--- src/rtl/rom_pkg.sv ---
// Shared types and defaults for the ROM burst reader front end.
// Latency: none (declarations only).
// Backpressure: not applicable.
package rom_pkg;

  localparam int ADDR_W_DEF = 4;
  localparam int DATA_W_DEF = 8;
  localparam int ROM_DEPTH  = 2 ** ADDR_W_DEF;

  typedef enum logic [1:0] {
    IDLE  = 2'd0,
    RUN   = 2'd1,
    FLUSH = 2'd2,
    DONE  = 2'd3
  } state_t;

endpackage

--- src/rtl/rom_burst_reader.sv ---
// Walks a burst of consecutive ROM addresses (wrapping) and registers each word into a valid/ready stream.
// Latency: first beat valid two edges after start is sampled; one beat per cycle with out_ready high.
// Backpressure: out_ready low holds out_data/out_last/addr; abort cancels the burst and drops the pending beat.
module rom_burst_reader
  import rom_pkg::*;
#(
  parameter int ADDR_W = ADDR_W_DEF,
  parameter int DATA_W = DATA_W_DEF,
  parameter int LEN_W  = ADDR_W + 1
) (
  input  logic              clk,
  input  logic              rst_n,
  input  logic              start,
  input  logic [ADDR_W-1:0] base_addr,
  input  logic [LEN_W-1:0]  length,
  input  logic              abort,
  output logic [ADDR_W-1:0] rom_address,
  input  logic [DATA_W-1:0] rom_data,
  output logic [DATA_W-1:0] out_data,
  output logic              out_valid,
  input  logic              out_ready,
  output logic              out_last,
  output logic              busy,
  output logic              done
);

  state_t            state_r, state_nxt;
  logic [ADDR_W-1:0] addr_r;
  logic [LEN_W-1:0]  count_r;
  logic              launch;   // accept a non-empty burst in IDLE
  logic              load;     // capture rom_data into the output register
  logic              flush_hs; // final beat taken in FLUSH
  logic              kill;     // abort: drop pending beat

  assign rom_address = addr_r;
  assign busy        = (state_r != IDLE);

  // Next-state and per-cycle control; abort outranks start, load and handshake.
  always_comb begin
    state_nxt = state_r;
    launch    = 1'b0;
    load      = 1'b0;
    flush_hs  = 1'b0;
    kill      = 1'b0;
    case (state_r)
      IDLE: begin
        if (start && !abort) begin
          if (length != '0) begin
            launch    = 1'b1;
            state_nxt = RUN;
          end else begin
            state_nxt = DONE;
          end
        end
      end
      RUN: begin
        if (abort) begin
          kill      = 1'b1;
          state_nxt = IDLE;
        end else if (!out_valid || out_ready) begin
          load = 1'b1;
          if (count_r == LEN_W'(1)) state_nxt = FLUSH;
        end
      end
      FLUSH: begin
        if (abort) begin
          kill      = 1'b1;
          state_nxt = IDLE;
        end else if (out_valid && out_ready) begin
          flush_hs  = 1'b1;
          state_nxt = DONE;
        end
      end
      DONE: begin
        kill      = abort;
        state_nxt = IDLE;
      end
      default: state_nxt = IDLE;
    endcase
  end

  // State register.
  always_ff @(posedge clk or negedge rst_n) begin
    if (!rst_n) state_r <= IDLE;
    else        state_r <= state_nxt;
  end

  // Address walker and remaining-beat counter.
  always_ff @(posedge clk or negedge rst_n) begin
    if (!rst_n) begin
      addr_r  <= '0;
      count_r <= '0;
    end else if (launch) begin
      addr_r  <= base_addr;
      count_r <= length;
    end else if (load) begin
      addr_r  <= addr_r + ADDR_W'(1);
      count_r <= count_r - LEN_W'(1);
    end
  end

  // Output register: replaced on load, cleared on final handshake or abort, else held.
  always_ff @(posedge clk or negedge rst_n) begin
    if (!rst_n) begin
      out_data  <= '0;
      out_valid <= 1'b0;
      out_last  <= 1'b0;
    end else if (kill || flush_hs) begin
      out_valid <= 1'b0;
      out_last  <= 1'b0;
    end else if (load) begin
      out_data  <= rom_data;
      out_valid <= 1'b1;
      out_last  <= (count_r == LEN_W'(1));
    end
  end

  // Completion pulse, issued the cycle after DONE unless that cycle is aborted.
  always_ff @(posedge clk or negedge rst_n) begin
    if (!rst_n) done <= 1'b0;
    else        done <= (state_r == DONE) && !abort;
  end

endmodule
--- config.mk ---
export PLATFORM = sky130hd
export DESIGN_NAME = rom_burst_reader
export DESIGN_NICKNAME = d
export VERILOG_FILES = /design/src/rtl/rom_pkg.sv /design/src/rtl/rom_burst_reader.sv
export SDC_FILE = /design/constraint.sdc
export NUM_CORES = 1
export LEC_CHECK = 0
export ABC_AREA = 1
export CAP_MARGIN = 10
export CORE_ASPECT_RATIO = 0.9
export CORE_UTILIZATION = 49
export DETAILED_ROUTE_END_ITERATION = 7
export GPL_TIMING_DRIVEN = 0
export PLACE_DENSITY = 0.87
export SLEW_MARGIN = 20
export SYNTH_ARGS = -nofsm -noshare
export SYNTH_HDL_FRONTEND = slang
export SYNTH_SLANG_ARGS = --single-unit
--- constraint.sdc ---
create_clock -name clk -period 2.7 [get_ports clk]
set_input_delay 0.81 -clock clk [delete_from_list [all_inputs] [get_ports clk]]
set_output_delay 0.81 -clock clk [all_outputs]
set_load 0.005 [all_outputs]
==> impl_metrics.tcl <==
set metrics [dict create \
    cp_max_fo 10 \
    grt_pass1_wl_um 4570 \
    power.leakage_nw 0.837 \
    io_buffer_count 37 \
    holdCritPathClass "input pin to asynchronous set/reset pin" \
    finalClockSkew_ns 0.00999 \
    status "finished clean" \
    power.density_nw_per_um2 1010 \
    drc_errors 0 \
    grt_max_degree 23 \
    drt_iter0_markers 23 \
    cts_max_level 1 \
    synth_top_area_frac 0.447 \
    fin_crit_ns 2.55 \
    yosys-top-cells-area "dfrtp_1, nand2_1, nand3_1" \
    peakVddDrop_mv 0.602 \
    slew_violations 0 \
    cts_hold_buf 0 \
    routed_wl_um 2800 \
    vias 1172 \
    worst_pin_slew_ns 0.491 \
    worst_slack_ns 0.148 \
    timing.fmax_ghz 0.392 \
    clockBufferDepth 2 \
    die-area_um2 2720 \
    n_antenna_cell 0 \
    hold_ws_ns 0.433 \
    rsz0062_at_grt "false" \
    path_clk_slew_ns 0.14 \
    synthesis.area_um2 1230 \
    antenna_found_initial 0 \
    cts_setup_buffers 0 \
    drv_cap 0 \
    end_kind "output port" \
    gr-total-overflow 0 \
    cts_sinks 22 \
    area_growth_pct 36.7 \
    hold_viol_final 0 \
    die_x_um 54.9 \
    rows 16 \
    wl_per_cell_um 12.8 \
    cp-startpoint "state_r[0]" \
    cpPeakStageDelay_ns 0.47 \
    synthCells 150 \
    cts_resized 0 \
    slew_headroom 0.672 \
    cp_data_required_time_ns 1.89 \
    ys_seq_area_frac 0.447 \
    vias_per_cell 5.38 \
    period_share 0.945 \
    register_area_um2 551 \
    ys_seq_elements 22 \
    worstSkewPairLatency_ns 0.32 \
    cp-endpoint "busy" \
    cts_buffers 3 \
    setup_viol 0 \
    cts_root_buf "clkbuf_4" \
    r2r_cells 7 \
    worst_setup_path_start_kind "flop" \
    track_usage 0.228 \
    ant_nets 0 \
    place_ws_ns 0.429 \
    start_util 0.540 \
    dpl.hpwl_um 2080 \
    ys_types 23 \
    drt_first_pass_iters 4 \
    ys_warn_count 0 \
    final_net_count 217 \
    multi_input_area_um2 584 \
    syn_avg_cell_area_um2 8.22 \
    rr_endpoint "rom_address[2]" \
    cts_tree "done" \
    core_area_um2 2280 \
    drive_gt1_frac 0.105 \
    worstPathArrival_ns 1.74 \
    netlist.top_cell.by_area "dfrtp_1" \
    rrSetupSlack_ns 1.36 \
    synth_nets 175 \
    path_cells "nor2_1, buf_4, inv_1, clkdlybuf4s50_1" \
    slowest_stage "dfrtp_1" \
    critical_path_class "flop to output port" \
    io_pins 38 \
    place_congestion 0.844 \
    r2r_start "state_r[1]" \
    grt_pass1_vias 1095 \
    die_h_um 49.6 \
    fin_tns_setup_ns 0 \
    fillers 185 \
]
-- how the worst min path moves through the flow --
stage,cells past startpoint,slack [ns],end,start
after floorplan,2,0.47,out_data[0],out_data[0]
after global placement,2,0.45,out_data[6],out_data[6]
after detailed placement,2,0.47,out_data[7],out_data[7]
after CTS,2,0.50,out_data[0],out_data[0]
after global routing,1,0.47,out_last,rst_n
final,1,0.43,out_data[6],rst_n
-- stage by stage --
step           utilization  std cells  cell area [um^2]  power (mW)
6_report             0.738        218              1680        1.70
3_5_place_dp         0.717        214              1640        1.45
4_1_cts              0.740        218              1690        1.70
5_1_grt              0.738        218              1680        1.83
3_3_place_gp         0.717        214              1640        1.40
2_1_floorplan            -        150              1230        1.08
-- routing by layer --
metal | part of all wire | track usage
met1 | 0.43 | 0.289
met2 | 0.47 | 0.386
met3 | 0.088 | 0.0309
met4 | 0.014 | 0.0726
met5 | 0 | 0
-- cells in the final DEF, fill, tap and decap left out, types with 2 or more instances in the layout --
cell / netlist / layout
nand4_1: 8 / 8
nor2_4: 2 / 2
clkbuf_4: 0 / 3
nand3_2: 4 / 4
buf_6: 2 / 2
o21ai_0: 3 / 3
xnor2_1: 2 / 2
nand2_1: 47 / 47
xor2_1: 3 / 3
nand3_1: 21 / 21
clkdlybuf4s50_1: 0 / 36
nor2_1: 6 / 6
ha_1: 3 / 3
dfrtp_1: 22 / 22
inv_1: 16 / 16
inv_2: 2 / 2
-- cell families (layout without fill, tap and decap cells) --
kind of cell | after synthesis | in the layout | synth area share
AOI/OAI and AO/OA | 6 | 6 | 0.0284
adders and majority gates | 3 | 3 | 0.0305
and+or+nand+nor | 93 | 93 | 0.380
xor gates and xnor gates | 5 | 5 | 0.0355
buffers and inverters | 21 | 62 | 0.0792
DFF | 22 | 22 | 0.447
-- where the power goes --
part,leakage [nW],switching [mW],internal (mW)
clock network,0.0279,0.108,0.150
registers,0.276,0.116,0.474
logic,0.534,0.428,0.427
-- Yosys cell counts --
cell / number
a21oi_1: 1
buf_4: 1
buf_6: 2
dfrtp_1: 22
ha_1: 3
inv_1: 16
inv_2: 2
nand2_1: 47
nand2_4: 1
nand3_1: 21
nand3_2: 4
nand3_4: 1
nand3b_2: 1
nand4_1: 8
nor2_1: 6
nor2_2: 1
nor2_4: 2
nor3_1: 1
o21a_1: 1
o21ai_0: 3
o21bai_1: 1
xnor2_1: 2
xor2_1: 3
-- registers in the layout (all words and copies together) (netlist names) --
name and cells:
out_data 8, count_r 5, rom_address 4, state_r 2, done 1, out_last 1, out_valid 1
-- cell type report --
type	instances	share of cell area
clock buffers	3	0.0134
well taps	27	0.0201
repair buffers	37	0.217
multi-input cells	107	0.347
plain buffers	3	0.0178
inverters	18	0.0401
flip-flops and latches	22	0.327
clock inverters	1	0.0178
-- critical path, delay by kind of cell, from the launching register on --
family,cells,cell delay (ns)
buf+inv,3,0.74
flops,1,0.47
simple gates,1,0.23
Note: power is estimated with default switching activity, not from simulation.
